===== src/rtl/serial_subtractor.sv =====
// serial_subtractor: bit-serial X = A - B, one full-subtractor step per clock, valid/ready on both sides.
// Define SERIAL_SUBTRACTOR_OVF_EN to add the signed-overflow output ovf.
module serial_subtractor #(
    parameter int DATA_WIDTH = 4
) (
    input  logic                  clk,
    input  logic                  rst_n,
    input  logic                  in_valid,
    output logic                  in_ready,
    input  logic [DATA_WIDTH-1:0] A,
    input  logic [DATA_WIDTH-1:0] B,
    output logic                  out_valid,
    input  logic                  out_ready,
    output logic [DATA_WIDTH:0]   X,
    output logic                  busy
`ifdef SERIAL_SUBTRACTOR_OVF_EN
    ,
    output logic                  ovf
`endif
);
    localparam int CW = $clog2(DATA_WIDTH + 1);

    typedef enum logic [1:0] {IDLE, SHIFT, DONE} state_t;

    state_t                state, state_n;
    logic [DATA_WIDTH-1:0] a_sr, b_sr, diff;
    logic [DATA_WIDTH:0]   diff_n;
    logic [CW-1:0]         cnt;
    logic                  br, br_n, d, last, accept;
`ifdef SERIAL_SUBTRACTOR_OVF_EN
    logic                  sa, sb;
`endif

    assign accept = in_valid && in_ready;
    assign last   = cnt == CW'(DATA_WIDTH - 1);
    assign d      = a_sr[0] ^ b_sr[0] ^ br;
    assign br_n   = (~a_sr[0] & b_sr[0]) | (~(a_sr[0] ^ b_sr[0]) & br);
    assign diff_n = {d, diff};

    always_comb begin
        state_n = state;
        case (state)
            IDLE:    state_n = accept ? SHIFT : IDLE;
            SHIFT:   state_n = last ? DONE : SHIFT;
            DONE:    state_n = out_ready ? IDLE : DONE;
            default: state_n = IDLE;
        endcase
    end

    // Handshake flags are registered alongside the state so no input reaches them combinationally.
    always_ff @(posedge clk or negedge rst_n) begin
        if (!rst_n) begin
            state     <= IDLE;
            in_ready  <= 1'b0;
            busy      <= 1'b0;
            out_valid <= 1'b0;
        end else begin
            state     <= state_n;
            in_ready  <= state_n == IDLE;
            busy      <= state_n == SHIFT;
            out_valid <= state_n == DONE;
        end
    end

    always_ff @(posedge clk or negedge rst_n) begin
        if (!rst_n) begin
            a_sr <= '0;
            b_sr <= '0;
            diff <= '0;
            br   <= 1'b0;
            cnt  <= '0;
            X    <= '0;
`ifdef SERIAL_SUBTRACTOR_OVF_EN
            sa   <= 1'b0;
            sb   <= 1'b0;
            ovf  <= 1'b0;
`endif
        end else if (accept) begin
            a_sr <= A;
            b_sr <= B;
            diff <= '0;
            br   <= 1'b0;
            cnt  <= '0;
`ifdef SERIAL_SUBTRACTOR_OVF_EN
            sa   <= A[DATA_WIDTH-1];
            sb   <= B[DATA_WIDTH-1];
`endif
        end else if (state == SHIFT) begin
            a_sr <= a_sr >> 1;
            b_sr <= b_sr >> 1;
            diff <= diff_n[DATA_WIDTH:1];
            br   <= br_n;
            cnt  <= cnt + 1'b1;
            // X is loaded only on the final step so it stays put between operations.
            if (last) begin
                X <= {br_n, diff_n[DATA_WIDTH:1]};
`ifdef SERIAL_SUBTRACTOR_OVF_EN
                ovf <= (sa != sb) && (d != sa);
`endif
            end
        end
    end
endmodule

===== config.mk =====
export PLATFORM = sky130hd
export DESIGN_NAME = serial_subtractor
export DESIGN_NICKNAME = d
export VERILOG_FILES = /design/src/rtl/serial_subtractor.sv
export SDC_FILE = /design/constraint.sdc
export NUM_CORES = 1
export LEC_CHECK = 0
export ABC_AREA = 1
export CAP_MARGIN = 40
export CORE_MARGIN = 2
export CORE_UTILIZATION = 35
export DETAILED_ROUTE_END_ITERATION = 10
export HOLD_SLACK_MARGIN = 0.15
export PLACE_DENSITY = 0.63
export SYNTH_ARGS = -nofsm -noshare
export SYNTH_HDL_FRONTEND = slang
export SYNTH_SLANG_ARGS = --single-unit
export TNS_END_PERCENT = 5

===== constraint.sdc =====
create_clock -name clk -period 1.6 [get_ports clk]
set_input_delay 0.16 -clock clk [delete_from_list [all_inputs] [get_ports clk]]
set_output_delay 0.16 -clock clk [all_outputs]
set_load 0.005 [all_outputs]

==> flow_metrics.py <==
metrics = {
    "cells_and_area": {
        "fin_cells": 206,
        "drive_above_1_share_pct": 13.0,
        "regArea_um2": 627,
        "layout_commonest_cell": "nand2_1",
        "multiInputGateArea_um2": 467,
        "layout_common_cells": "nand2_1 (66), dfrtp_1 (24), clkdlybuf4s50_1 (19)",
        "fillCellCount": 325,
        "n_antenna_cell": 0,
        "layout.nets": 178,
        "areaGrowthSynthToFinish_pct": 24.6,
    },
    "worst_setup_path": {
        "cp_num_cells": 1,
        "cp-end-kind": "primary output",
        "crit_type": "reg -> out",
        "reg2reg_from": "cnt[0]",
        "critPathMaxStageDelay_ns": 0.53,
        "path_buf_inv": 1,
        "worst_setup_path_start_kind": "flop",
        "worstPathArrival_ns": 1.32,
        "cpMaxStageDelayCell": "clkdlybuf4s50_1",
        "crit_chain": "clkdlybuf4s50_1",
        "cp-startpoint": "in_ready",
        "required_ns": 1.44,
        "cp_max_fo": 8,
        "r2r_cells": 7,
        "crit_family": "buffers and inverters",
    },
    "timing": {
        "fmax_ghz": 0.677,
        "relSlewSlack_pct": 79.2,
        "finalClockSkew_ns": 0.0102,
        "slew_violations": 0,
        "period_minus_slack_ns": 1.48,
        "rsz0062_at_grt": "false",
        "hold_violations": 0,
        "finalSetupViolations": 0,
        "period_share_pct": 92.3,
        "worstMarginPinSlew_ns": 0.312,
        "finalSetupTns_ns": 0,
    },
    "global_routing": {
        "grtUsageMet1_pct": 16.4,
        "grt_first_pass_wirelength_mm": 3.71,
        "grt_pass1_vias": 877,
        "grt_antenna_before_repair": 0,
        "grt.busiest_layer": "met2",
        "grt_max_degree": 26,
        "grt_util_met2_pct": 23.4,
        "use_met3_pct": 2.52,
        "grt.total_usage_pct": 13.6,
        "grt_overflow_total": 0,
    },
    "pwr": {
        "irDropWorstVdd_uv": 592,
        "power_density_nw_per_um2": 1640,
        "power.leakage_uw": 0.000770,
    },
    "place": {
        "place_hpwl_mm": 1.55,
        "place.gp.congestion": 0.809,
        "dp_cells": 202,
        "io_buffer_count": 19,
    },
    "floorplanning": {
        "coreArea_um2": 3080,
        "die-area_um2": 3760,
        "num_rows": 20,
        "die_h_um": 61.3,
        "die_w_um": 61.3,
        "initial_core_util_pct": 37.3,
        "ios": 20,
    },
    "drt": {
        "drtIter0Drc": 13,
        "routed_wl_mm": 2.05,
        "routed_via_density": 4.36,
        "routedWlPerCell_um": 9.93,
        "drc": 0,
        "postRouteAntennaNets": 0,
        "vias": 898,
        "drt-pass1-iter-count": 4,
    },
    "clocking": {
        "numCtsBuffers": 3,
        "hold_buffers": 0,
        "root_buffer": "clkbuf_4",
        "post_cts_buffers": 0,
        "cts.sinks": 25,
        "cts_tree": "built",
        "htreeDepth": 1,
        "path_clk_slew_ns": 0.13,
        "insertion_delay_ns": 0.32,
        "cts_resized": 0,
        "clock_path_buffers": 2,
    },
    "worst_hold_path": {
        "hold_class": "in -> async",
    },
    "yosys": {
        "syn_nets": 152,
        "synth.area.top_cells": "dfrtp_1 (54%), nand2_1 (22%), nand2_2 (6.0%), nand3_1 (5.2%), inv_1 (2.6%)",
        "synth-warning-count": 0,
        "yosys.area_share.simple_pct": 36.7,
        "synth_compound_area_share_pct": 0,
        "syn-cell-area_um2": 1150,
        "avgSynthCellArea_um2": 8.38,
        "ys_seq_elements": 25,
        "synth_top_family_by_area": "simple AND/OR/NAND/NOR gates",
        "synth_xor_area_share_pct": 0,
        "synth_seq_area_share_pct": 54.5,
        "synthAdderAreaFrac_pct": 3.92,
        "synthCells": 137,
        "synth.area.mux_share_pct": 0,
        "synth_top_area_cell": "dfrtp_1",
        "synth.distinct_cells": 13,
        "synth_top_area_share_pct": 54.5,
    },
    "status": {
        "status": "completed",
    },
    "flow_run": {
        "maxCapViolations": 0,
    },
}
power breakdown:
group | internal, uW | leakage [uW] | switching, uW
Combinational | 442 | 0.000430 | 565
Sequential | 884 | 0.000324 | 183
Clock | 97.6 | 0.0000150 | 182
Total | 1420 | 0.000770 | 930
flip-flops by register name, summed over array words and instances, names as in the netlist:
signal,count
b_sr,4
in_ready,1
cnt,3
out_valid,1
state,2
diff,3
a_sr,4
busy,1
X,5
br,1
logic make-up after synthesis:
logic type               count (synthesis)
flip-flops                              25
AND/OR/NAND/NOR                         98
buffers and inverters                   11
adder cells (fa/ha/maj)                  3
synthesized netlist by cell type, drive strengths merged:
cell     n
nand2   78
dfrtp   25
nand3   12
inv      9
nor2     7
buf      2
ha       2
fa       1
nand3b   1
per-layer routing:
metal	routed length (um)	vias up
li1	-	465
met1	941	409
met2	971	22
met3	101	2
met4	32	0
met5	0	-
metrics by stage:
step / setup WS [ns] / util (%) / instance area (um^2) / total power, uW / hold WS, ns
4_1_cts: 0.0226 / 46.5 / 1430 / 2400 / 0.193
2_1_floorplan: 0.286 / - / 1150 / 1750 / -0.136
3_5_place_dp: 0.227 / 45.6 / 1400 / 2110 / 0.457
6_report: 0.123 / 46.5 / 1430 / 2350 / 0.182
5_1_grt: 0.0611 / 46.5 / 1430 / 2620 / 0.202
3_3_place_gp: 0.273 / 45.6 / 1400 / 2080 / 0.454
path summary, 6_finish.rpt:
path | to | slack [ns]
setup / recovery | in_ready | 0.12
hold / removal | X[0] | 0.18
setup reg to reg | X[2] | 0.22
hold reg to reg | X[1] | 0.48
max in group asynchronous | in_ready | 1.17
min in group clk | b_sr[3] | 0.36
layout make-up:
cell class | count | share of cell area, %
Multi-Input combinational cell | 101 | 32.6
Tap cell | 44 | 3.85
Clock buffer | 4 | 1.84
Sequential cell | 25 | 43.8
Inverter | 9 | 2.53
Timing Repair Buffer | 23 | 15.4
(Power assumes the default switching activity.)
